<file path="src/rtl/bram_a_wb_arbiter_pkg.sv">
// Shared defaults and arbiter-choice encoding for the BRAM A port-0 writeback arbiter.
package bram_a_wb_arbiter_pkg;

  localparam int unsigned DEF_DESIGN_SIZE = 4;
  localparam int unsigned DEF_DWIDTH      = 8;
  localparam int unsigned DEF_AWIDTH      = 10;
  localparam int unsigned DEF_FIFO_DEPTH  = 4;

  typedef enum logic [1:0] {
    ARB_IDLE  = 2'd0,
    ARB_READ  = 2'd1,
    ARB_WRITE = 2'd2
  } arb_sel_e;

endpackage

</file>
<file path="src/rtl/bram_a_wb_arbiter_if.sv">
// Matmul read request, output-stage write handshake and BRAM A port-0 signals.
interface bram_a_wb_arbiter_if #(
  parameter int unsigned DESIGN_SIZE = 4,
  parameter int unsigned DWIDTH      = 8,
  parameter int unsigned AWIDTH      = 10
) ();

  logic                          rd_req;
  logic [AWIDTH-1:0]             rd_addr;
  logic                          rd_gnt;
  logic                          wr_valid;
  logic [DESIGN_SIZE*DWIDTH-1:0] wr_data;
  logic                          wr_ready;
  logic [AWIDTH-1:0]             bram_addr;
  logic [DESIGN_SIZE*DWIDTH-1:0] bram_wdata;
  logic [DESIGN_SIZE-1:0]        bram_we;

  modport master (
    output rd_req, rd_addr, wr_valid, wr_data,
    input  rd_gnt, wr_ready, bram_addr, bram_wdata, bram_we
  );

  modport slave (
    input  rd_req, rd_addr, wr_valid, wr_data,
    output rd_gnt, wr_ready, bram_addr, bram_wdata, bram_we
  );

endinterface

</file>
<file path="src/rtl/bram_a_wb_arbiter_wb_fifo.sv">
// First-word-fall-through writeback buffer; head is visible on dout while level != 0.
module wb_fifo #(
  parameter int unsigned DEPTH = 4,
  parameter int unsigned WIDTH = 32,
  parameter int unsigned LW    = $clog2(DEPTH) + 1
) (
  input  logic             clk,
  input  logic             reset,
  input  logic             push,
  input  logic [WIDTH-1:0] din,
  input  logic             pop,
  output logic [WIDTH-1:0] dout,
  output logic [LW-1:0]    level
);

  localparam int unsigned PW = $clog2(DEPTH);

  logic [WIDTH-1:0] mem_q [DEPTH];
  logic [WIDTH-1:0] mem_d [DEPTH];
  logic [PW-1:0]    wr_ptr_q, wr_ptr_d;
  logic [PW-1:0]    rd_ptr_q, rd_ptr_d;
  logic [LW-1:0]    level_q, level_d;

  always_comb begin
    mem_d    = mem_q;
    wr_ptr_d = wr_ptr_q;
    rd_ptr_d = rd_ptr_q;
    level_d  = level_q;
    if (push) begin
      mem_d[wr_ptr_q] = din;
      wr_ptr_d        = wr_ptr_q + PW'(1);
    end
    if (pop) begin
      rd_ptr_d = rd_ptr_q + PW'(1);
    end
    case ({push, pop})
      2'b10:   level_d = level_q + LW'(1);
      2'b01:   level_d = level_q - LW'(1);
      default: level_d = level_q;
    endcase
  end

  always_ff @(posedge clk or posedge reset) begin
    if (reset) begin
      for (int unsigned i = 0; i < DEPTH; i++) begin
        mem_q[i] <= '0;
      end
      wr_ptr_q <= '0;
      rd_ptr_q <= '0;
      level_q  <= '0;
    end else begin
      mem_q    <= mem_d;
      wr_ptr_q <= wr_ptr_d;
      rd_ptr_q <= rd_ptr_d;
      level_q  <= level_d;
    end
  end

  assign dout  = mem_q[rd_ptr_q];
  assign level = level_q;

endmodule

</file>
<file path="src/rtl/bram_a_wb_arbiter.sv">
// Arbitrates BRAM A port 0 between matmul reads and buffered output-stage writeback,
// generating writeback addresses in matmul (descending stride) or conv (ascending step) mode.
module bram_a_wb_arbiter
  import bram_a_wb_arbiter_pkg::*;
#(
  parameter int unsigned DESIGN_SIZE = DEF_DESIGN_SIZE,
  parameter int unsigned DWIDTH      = DEF_DWIDTH,
  parameter int unsigned AWIDTH      = DEF_AWIDTH,
  parameter int unsigned FIFO_DEPTH  = DEF_FIFO_DEPTH,
  parameter int unsigned LW          = $clog2(FIFO_DEPTH) + 1
) (
  input  logic              clk,
  input  logic              reset,
  input  logic              start,
  input  logic [AWIDTH-1:0] address_mat_c,
  input  logic [AWIDTH-1:0] address_stride_c,
  input  logic              enable_conv_mode,
  input  logic [AWIDTH-1:0] conv_addr_step,
  bram_a_wb_arbiter_if.slave bus,
  output logic [LW-1:0]     fifo_level,
  output logic [15:0]       wb_count,
  output logic              start_err
);

  localparam int unsigned WW = DESIGN_SIZE * DWIDTH;

  logic [WW-1:0]     fifo_head;
  logic [LW-1:0]     level;
  logic              fifo_full;
  logic              fifo_empty;
  logic              push;
  logic              pop;
  logic              start_ok;
  arb_sel_e          arb_sel;

  logic              rd_gnt;
  logic [AWIDTH-1:0] bram_addr;
  logic [WW-1:0]     bram_wdata;
  logic [DESIGN_SIZE-1:0] bram_we;

  logic [AWIDTH-1:0] wr_addr_q, wr_addr_d;
  logic              conv_mode_q, conv_mode_d;
  logic [AWIDTH-1:0] stride_q, stride_d;
  logic [AWIDTH-1:0] step_q, step_d;
  logic [15:0]       wb_count_q, wb_count_d;
  logic              start_err_q, start_err_d;

  assign fifo_full  = (level == LW'(FIFO_DEPTH));
  assign fifo_empty = (level == '0);
  assign push       = bus.wr_valid && !fifo_full;

  wb_fifo #(
    .DEPTH (FIFO_DEPTH),
    .WIDTH (WW),
    .LW    (LW)
  ) u_wb_fifo (
    .clk   (clk),
    .reset (reset),
    .push  (push),
    .din   (bus.wr_data),
    .pop   (pop),
    .dout  (fifo_head),
    .level (level)
  );

  // A full buffer takes priority so a push can never arrive while full.
  always_comb begin
    arb_sel = ARB_IDLE;
    if (fifo_full) begin
      arb_sel = ARB_WRITE;
    end else if (bus.rd_req) begin
      arb_sel = ARB_READ;
    end else if (!fifo_empty) begin
      arb_sel = ARB_WRITE;
    end
  end

  always_comb begin
    rd_gnt     = 1'b0;
    pop        = 1'b0;
    bram_addr  = bus.rd_addr;
    bram_wdata = '0;
    bram_we    = '0;
    case (arb_sel)
      ARB_READ: begin
        rd_gnt = 1'b1;
      end
      ARB_WRITE: begin
        pop        = 1'b1;
        bram_addr  = wr_addr_q;
        bram_wdata = fifo_head;
        bram_we    = '1;
      end
      default: ;
    endcase
  end

  assign start_ok = start && fifo_empty;

  // Mode and steps are captured at start so mid-run input changes cannot disturb addressing.
  always_comb begin
    wr_addr_d   = wr_addr_q;
    conv_mode_d = conv_mode_q;
    stride_d    = stride_q;
    step_d      = step_q;
    wb_count_d  = wb_count_q;
    start_err_d = start_err_q;
    if (start_ok) begin
      wr_addr_d   = address_mat_c;
      conv_mode_d = enable_conv_mode;
      stride_d    = address_stride_c;
      step_d      = conv_addr_step;
      wb_count_d  = '0;
    end else begin
      if (start) begin
        start_err_d = 1'b1;
      end
      if (pop) begin
        wr_addr_d  = conv_mode_q ? (wr_addr_q + step_q) : (wr_addr_q - stride_q);
        wb_count_d = wb_count_q + 16'd1;
      end
    end
  end

  always_ff @(posedge clk or posedge reset) begin
    if (reset) begin
      wr_addr_q   <= '0;
      conv_mode_q <= 1'b0;
      stride_q    <= '0;
      step_q      <= '0;
      wb_count_q  <= '0;
      start_err_q <= 1'b0;
    end else begin
      wr_addr_q   <= wr_addr_d;
      conv_mode_q <= conv_mode_d;
      stride_q    <= stride_d;
      step_q      <= step_d;
      wb_count_q  <= wb_count_d;
      start_err_q <= start_err_d;
    end
  end

  assign bus.rd_gnt     = rd_gnt;
  assign bus.wr_ready   = !fifo_full;
  assign bus.bram_addr  = bram_addr;
  assign bus.bram_wdata = bram_wdata;
  assign bus.bram_we    = bram_we;

  assign fifo_level = level;
  assign wb_count   = wb_count_q;
  assign start_err  = start_err_q;

endmodule

</file>
<file path="src/flat_wrapper.sv">
// flat-port wrapper written by rule: the top's interface ports become plain ports
module bram_a_wb_arbiter_flat import bram_a_wb_arbiter_pkg::*;
#(
  parameter int unsigned DESIGN_SIZE = DEF_DESIGN_SIZE,
  parameter int unsigned DWIDTH      = DEF_DWIDTH,
  parameter int unsigned AWIDTH      = DEF_AWIDTH,
  parameter int unsigned FIFO_DEPTH  = DEF_FIFO_DEPTH,
  parameter int unsigned LW          = $clog2(FIFO_DEPTH) + 1
)
  (clk, reset, start, address_mat_c, address_stride_c, enable_conv_mode, conv_addr_step, fifo_level, wb_count, start_err, bus_rd_req, bus_rd_addr, bus_wr_valid, bus_wr_data, bus_rd_gnt, bus_wr_ready, bus_bram_addr, bus_bram_wdata, bus_bram_we);
  bram_a_wb_arbiter_if #(.DESIGN_SIZE(DESIGN_SIZE), .DWIDTH(DWIDTH), .AWIDTH(AWIDTH)) bus_i ();
  input  logic clk;
  input  logic reset;
  input  logic start;
  input  logic [AWIDTH-1:0] address_mat_c;
  input  logic [AWIDTH-1:0] address_stride_c;
  input  logic enable_conv_mode;
  input  logic [AWIDTH-1:0] conv_addr_step;
  output logic [LW-1:0] fifo_level;
  output logic [15:0] wb_count;
  output logic start_err;
  input wire logic [$bits(bus_i.rd_req)-1:0] bus_rd_req;
  input wire logic [$bits(bus_i.rd_addr)-1:0] bus_rd_addr;
  input wire logic [$bits(bus_i.wr_valid)-1:0] bus_wr_valid;
  input wire logic [$bits(bus_i.wr_data)-1:0] bus_wr_data;
  output wire logic [$bits(bus_i.rd_gnt)-1:0] bus_rd_gnt;
  output wire logic [$bits(bus_i.wr_ready)-1:0] bus_wr_ready;
  output wire logic [$bits(bus_i.bram_addr)-1:0] bus_bram_addr;
  output wire logic [$bits(bus_i.bram_wdata)-1:0] bus_bram_wdata;
  output wire logic [$bits(bus_i.bram_we)-1:0] bus_bram_we;
  assign bus_i.rd_req = bus_rd_req;
  assign bus_i.rd_addr = bus_rd_addr;
  assign bus_i.wr_valid = bus_wr_valid;
  assign bus_i.wr_data = bus_wr_data;
  assign bus_rd_gnt = bus_i.rd_gnt;
  assign bus_wr_ready = bus_i.wr_ready;
  assign bus_bram_addr = bus_i.bram_addr;
  assign bus_bram_wdata = bus_i.bram_wdata;
  assign bus_bram_we = bus_i.bram_we;
  bram_a_wb_arbiter #(.DESIGN_SIZE(DESIGN_SIZE), .DWIDTH(DWIDTH), .AWIDTH(AWIDTH), .FIFO_DEPTH(FIFO_DEPTH), .LW(LW)) u_core (.clk(clk), .reset(reset), .start(start), .address_mat_c(address_mat_c), .address_stride_c(address_stride_c), .enable_conv_mode(enable_conv_mode), .conv_addr_step(conv_addr_step), .bus(bus_i), .fifo_level(fifo_level), .wb_count(wb_count), .start_err(start_err));
endmodule
</file>
<file path="config.mk">
export PLATFORM = sky130hd
export DESIGN_NAME = bram_a_wb_arbiter_flat
export DESIGN_NICKNAME = d
export VERILOG_FILES = /design/src/rtl/bram_a_wb_arbiter_pkg.sv /design/src/rtl/bram_a_wb_arbiter_if.sv /design/src/rtl/bram_a_wb_arbiter_wb_fifo.sv /design/src/rtl/bram_a_wb_arbiter.sv /design/src/flat_wrapper.sv
export SDC_FILE = /design/constraint.sdc
export NUM_CORES = 1
export LEC_CHECK = 0
export ABC_CLOCK_PERIOD_IN_PS = 6200
export BUFFER_PORTS_ARGS = -buffer_cell sky130_fd_sc_hd__clkbuf_2
export CORE_AREA = 5 5 132 134
export DETAILED_ROUTE_END_ITERATION = 6
export DIE_AREA = 0 0 137 139
export PLACE_DENSITY = 0.77
export SLEW_MARGIN = 20
export SYNTH_ARGS = -nofsm -noshare
export SYNTH_HDL_FRONTEND = slang
export SYNTH_SLANG_ARGS = --single-unit
</file>
<file path="constraint.sdc">
create_clock -name clk -period 6.2 [get_ports clk]
set_input_delay 0.62 -clock clk [delete_from_list [all_inputs] [get_ports clk]]
set_output_delay 0.62 -clock clk [all_outputs]
set_load 0.1 [all_outputs]
</file>
# After elaboration in Yosys (flattened, before gate mapping)
# Index checks and enable logic that the tools add are counted.
# W data, S select, Z words.
# totals
ff_bits	183
input_bits	78
out_inout_bits	68
elab_cells	59
# classes
add_sub_neg	7
n_lt_le_gt_ge	3
eq_ne	5
mux	20
n_bitwise	3
reduce_logical	8
# ops
operator	n
$bwmux W128	1
$mux W32	4
$bmux W32 S2	1
$demux W32 S2	1
$mux W10	4
$mux W16	2
$add A16 B1 Y16 const B	1
$add A10 B10 Y10	1
$sub A10 B10 Y10	1
$ge A3 B3 Y1 const B	2
$mux W2	3
$not A2 Y3	2
$pmux W3 S2	1
$add A2 B1 Y2 const B	2
$eq A2 B1 Y1 const B	2
$eq A2 B2 Y1 const B	2
$mux W4	1
$reduce_bool A2 Y1	2
$add A3 B1 Y3 const B	1
$eq A3 B3 Y1 const B	1
$logic_and A1 B1 Y1	3
$logic_not A3 Y1	1
$lt A3 B1 Y1 const B	1
$sub A3 B1 Y3 const B	1
other kinds (4)	5

# Logic depth before layout (Yosys ltp)
# logic_depth
depth_word	8
depth_mapped	15
ltp_nobuf	15

# Hierarchy
# Synthesis repeated with hierarchy kept, for this count alone.
# hier_totals
cells_unflattened	721
hier_area_um2	8999.9
# by_module_without_submodules
module	instances	cells_each	area_each_um2	seq_area_each_um2
wb_fifo	1	345	6019.5	3378.2
bram_a_wb_arbiter	1	376	2980.4	1201.2

# Worst setup path after synthesis
# OpenSTA, ideal clock, no wires.
# synth_path
kind	register -> register
start	reg u_core.u_wb_fifo.level_q[2], in the netlist u_core.u_wb_fifo.level[2]
end	reg u_core.u_wb_fifo.level_q[2], in the netlist u_core.u_wb_fifo.level[2]
setup_ps	163
arrival_ps	3532
required_time_ps	6037
setup_slack_ps	2505
stages_incl_launch_ff	11
n_path_buf	1
synth_period_minus_slack_ps	3695
cell_sequence	dfrtp_1 nand3_1 and2_1 buf_2 inv_1 ha_1 inv_1 fa_1 xor2_1 nor2_1 xor2_1
# synth_between
elab_cells_between_ends	15
classes_between	add/sub (2); eq/ne (4); mux (5); reduce/logical (4)
# synth_lines
item	line	rtl
start, declared	bram_a_wb_arbiter_wb_fifo.sv:22	logic [LW-1:0] level_q, level_d;
start signal, assigned	bram_a_wb_arbiter_wb_fifo.sv:55	level_q <= level_d;
$eq A3 B3 Y1 (*)	bram_a_wb_arbiter.sv:48	assign fifo_full = (level == LW'(FIFO_DEPTH));
$logic_not A1 Y1 (*)	--	
named net bus_wr_ready	flat_wrapper.sv:27	output wire logic [$bits(bus_i.wr_ready)-1:0] bus_wr_ready;
$logic_and A1 B1 Y1 (*)	bram_a_wb_arbiter.sv:50	assign push = bus.wr_valid && !fifo_full;
$eq A2 B1 Y1 or $eq A2 B2 Y1 (tied branches)	bram_a_wb_arbiter_wb_fifo.sv:36	case ({push, pop})
$pmux W3 S2 or $reduce_bool A2 Y1 (tied branches)	--	
# Mark *: on every way through the listed nets, which the timed path passes. The rest lies on a longest branch.
# A chain may end at the register's enable or synchronous reset.

# Final worst setup path
# layout_path
start	reg u_core.u_wb_fifo.rd_ptr_q[0]
end	out bus_bram_wdata[30]
# layout_between
elab_chain_cells	5
# layout_lines
item	line	rtl
start, declared	bram_a_wb_arbiter_wb_fifo.sv:21	logic [PW-1:0] rd_ptr_q, rd_ptr_d;
start signal, assigned	bram_a_wb_arbiter_wb_fifo.sv:54	rd_ptr_q <= rd_ptr_d;
$not A2 Y3 (not written as such)	bram_a_wb_arbiter_wb_fifo.sv:59	assign dout = mem_q[rd_ptr_q];
$bmux W32 S2	bram_a_wb_arbiter_wb_fifo.sv:59	
$mux W32 (not written as such) (2 in series)	bram_a_wb_arbiter_wb_fifo.sv:59	
$mux W32	bram_a_wb_arbiter.sv:84	case (arb_sel)
end, declared	flat_wrapper.sv:29	output wire logic [$bits(bus_i.bram_wdata)-1:0] bus_bram_wdata;
# Every way passes these cells. The select of a mux whose other input is x is not followed.

==> metrics.cfg <==
[status]
status=complete, no violations

[sta]
slew_headroom_pct=36.5
fin_crit_ns=3.35
worst_slew_pin_slew_ns=0.952
fmax_mhz=298
hold_viol=0
setup_tns_ns=0
setup_ws_ns=2.85
fin_skew_ns=0.0163
rsz0062_at_grt=no
holdWs_ns=0.267
finalSetupViolations=0
finalCritPeriodShare_pct=54.1
final-max-slew-violation-count=0

[clock_network]
cts_max_level=4
clk-insertion-delay-late_ns=0.43
clockBufferDepth=2
cts_setup_buffers=0
cts-root-buf=clkbuf_16
ctsHoldBuffers=0
path_clk_slew_ns=0.07
cts_resized=0
cts_buffers=17
cts.sinks=183
cts_tree=yes

[yosys]
synth_area_um2=8920
yosysSeqAreaShare_pct=51.4
synth_top_area_share_pct=51.4
synth_edf_count=0
postSynthCellCount=723
synthTopCellsByArea=dfrtp_1 (51%), mux2_1 (16%), mux4_2 (8.1%)
synth_most_common_cell=dfrtp_1
avgSynthCellArea_um2=12.3
ys_seq_elements=183
synth_largest_area_cell=dfrtp_1
dominantRegCellSynth=dfrtp_1
yosys_warnings=0
ys_types=52
ys_async_sr_fraction_pct=100
synthTopCellsByCount=dfrtp_1 (183), mux2_1 (128), nand2_1 (123)
syn_nets=819

[global_route]
overflow=0
grt_pass1_wl_um=31600
grt_max_degree=72
antenna_found_initial=0
grt_pass1_vias=6041
track_usage_pct=21.0

[layout]
nNetsFinal=947
drive_above_1_share_pct=26.9
n_antenna_cell=0
fill_cells=1242
syn_to_final_growth_pct=16.4

[critical_path]
critical_path.max_stage_delay_ns=0.66
cp.buffers_inverters=2
reg2reg_depth=14
cp_data_required_time_ns=5.58
worst_ep_arrival_time_ns=2.73
cp_cell_sequence=buf_4 -> mux4_2 -> and3_1 -> clkbuf_2
regToRegStartpoint=u_core.stride_q[0]
cp-endpoint=bus_bram_wdata[30]
cp.depth=4
critPathTopFamily=buffers and inverters
startpoint=u_core.u_wb_fifo.rd_ptr_q[0]
path_class=reg2out
critPathLaunchType=flop
end_kind=output pin
cpMaxStageDelayCell=dfrtp_2
cp_max_fo=21
r2r-end=u_core.wr_addr_q[9]
rrSetupSlack_ns=3.23

[drt]
drt_iter0_drc=324
routed_wirelength_um=19200
vias=5959
drtAntennaViolNets=0
wire_per_inst_um=17.7
detail_route.vias_per_cell=5.50
drt_first_pass_iters=4
drcViolationCount=0

[floorplanning]
die-area_um2=19000
die_h_um=139
core_area_um2=16200
start_util_pct=55.1
pin_count=146
std_cell_rows=47
die_w_um=137

[place]
place_congestion=0.822
dp.final_hpwl_um=12800
io_buffers=145
dp_slack_ns=3.23

[worst_hold_path]
worstHoldPathType=in2async

[flow_run]
maxCapViolCount=0

==> flip-flops by register name, indices dropped and copies added, names as in the netlist <==
name and flops:
u_core.u_wb_fifo.rd_ptr_q 2, u_core.u_wb_fifo.mem_q 128, u_core.u_wb_fifo.wr_ptr_q 2, u_core.stride_q 10, u_core.step_q 10, u_core.start_err 1
u_core.wb_count 16, u_core.wr_addr_q 10, u_core.u_wb_fifo.level 3, u_core.conv_mode_q 1
==> worst min path at each step <==
stage / slack (ns) / end / depth (start not counted)
after floorplan: 0.44 / u_core.step_q[1] / 2
after global placement: 0.45 / u_core.start_err / 1
after detailed placement: 0.45 / u_core.start_err / 1
after CTS: 0.28 / u_core.u_wb_fifo.level[2] / 2
after global routing: 0.31 / u_core.u_wb_fifo.level[2] / 2
final: 0.27 / u_core.u_wb_fifo.level[2] / 2
==> cells by family (layout without fill, tap and decap cells) <==
logic type / count (synthesis) / in the layout / share of synthesized area, %
fa+ha+maj: 18 / 18 / 2.69
compound gates: 54 / 54 / 3.66
buf+inv: 60 / 201 / 3.21
flops: 183 / 183 / 51.4
simple gates: 214 / 214 / 11.4
xor+xnor: 30 / 30 / 2.95
mux: 164 / 164 / 24.7
==> layout by cell type (no fill, tap or decap), types with 4 or more instances in the layout <==
cell / n
a21o_1: 5
a21oi_1: 12
a22oi_1: 6
and3_1: 33
buf_4: 10
clkbuf_16: 17
clkbuf_2: 145
clkinv_2: 4
dfrtp_1: 182
ha_1: 16
inv_1: 12
inv_6: 5
mux2_1: 128
mux4_2: 32
nand2_1: 123
nand3_1: 6
nor2_1: 23
o21ai_0: 17
or3_1: 4
xnor2_1: 9
xor2_1: 21
==> layer usage <==
metal	part of all wire, %	GRT usage, %	vias up
met3	3.9	4.14	16
met5	0	0	-
met2	50	33.1	123
li1	-	-	2800
met4	1.2	5.93	0
met1	45	29.7	3020
==> final cells by class <==
| cell class | instances | area, µm² | area share [%] |
|---|---|---|---|
| Clock buffer | 17 | 425 | 4.10 |
| Clock inverter | 15 | 188 | 1.81 |
| Inverter | 14 | 58.8 | 0.567 |
| Multi-Input combinational cell | 480 | 4050 | 39.0 |
| Sequential cell | 183 | 4580 | 44.1 |
| Tap cell | 220 | 275 | 2.65 |
| Timing Repair Buffer | 155 | 801 | 7.71 |
==> stage by stage <==
step | instances | util [%] | cell area, µm²
2_1_floorplan | 723 | - | 8920
4_1_cts | 1084 | 64.2 | 10400
5_1_grt | 1084 | 64.2 | 10400
3_3_place_gp | 1052 | 60.4 | 9770
6_report | 1084 | 64.2 | 10400
3_5_place_dp | 1052 | 60.4 | 9770
Power is not shown: default switching activity piles up to over one toggle a cycle in this logic, so the estimate is an artifact.
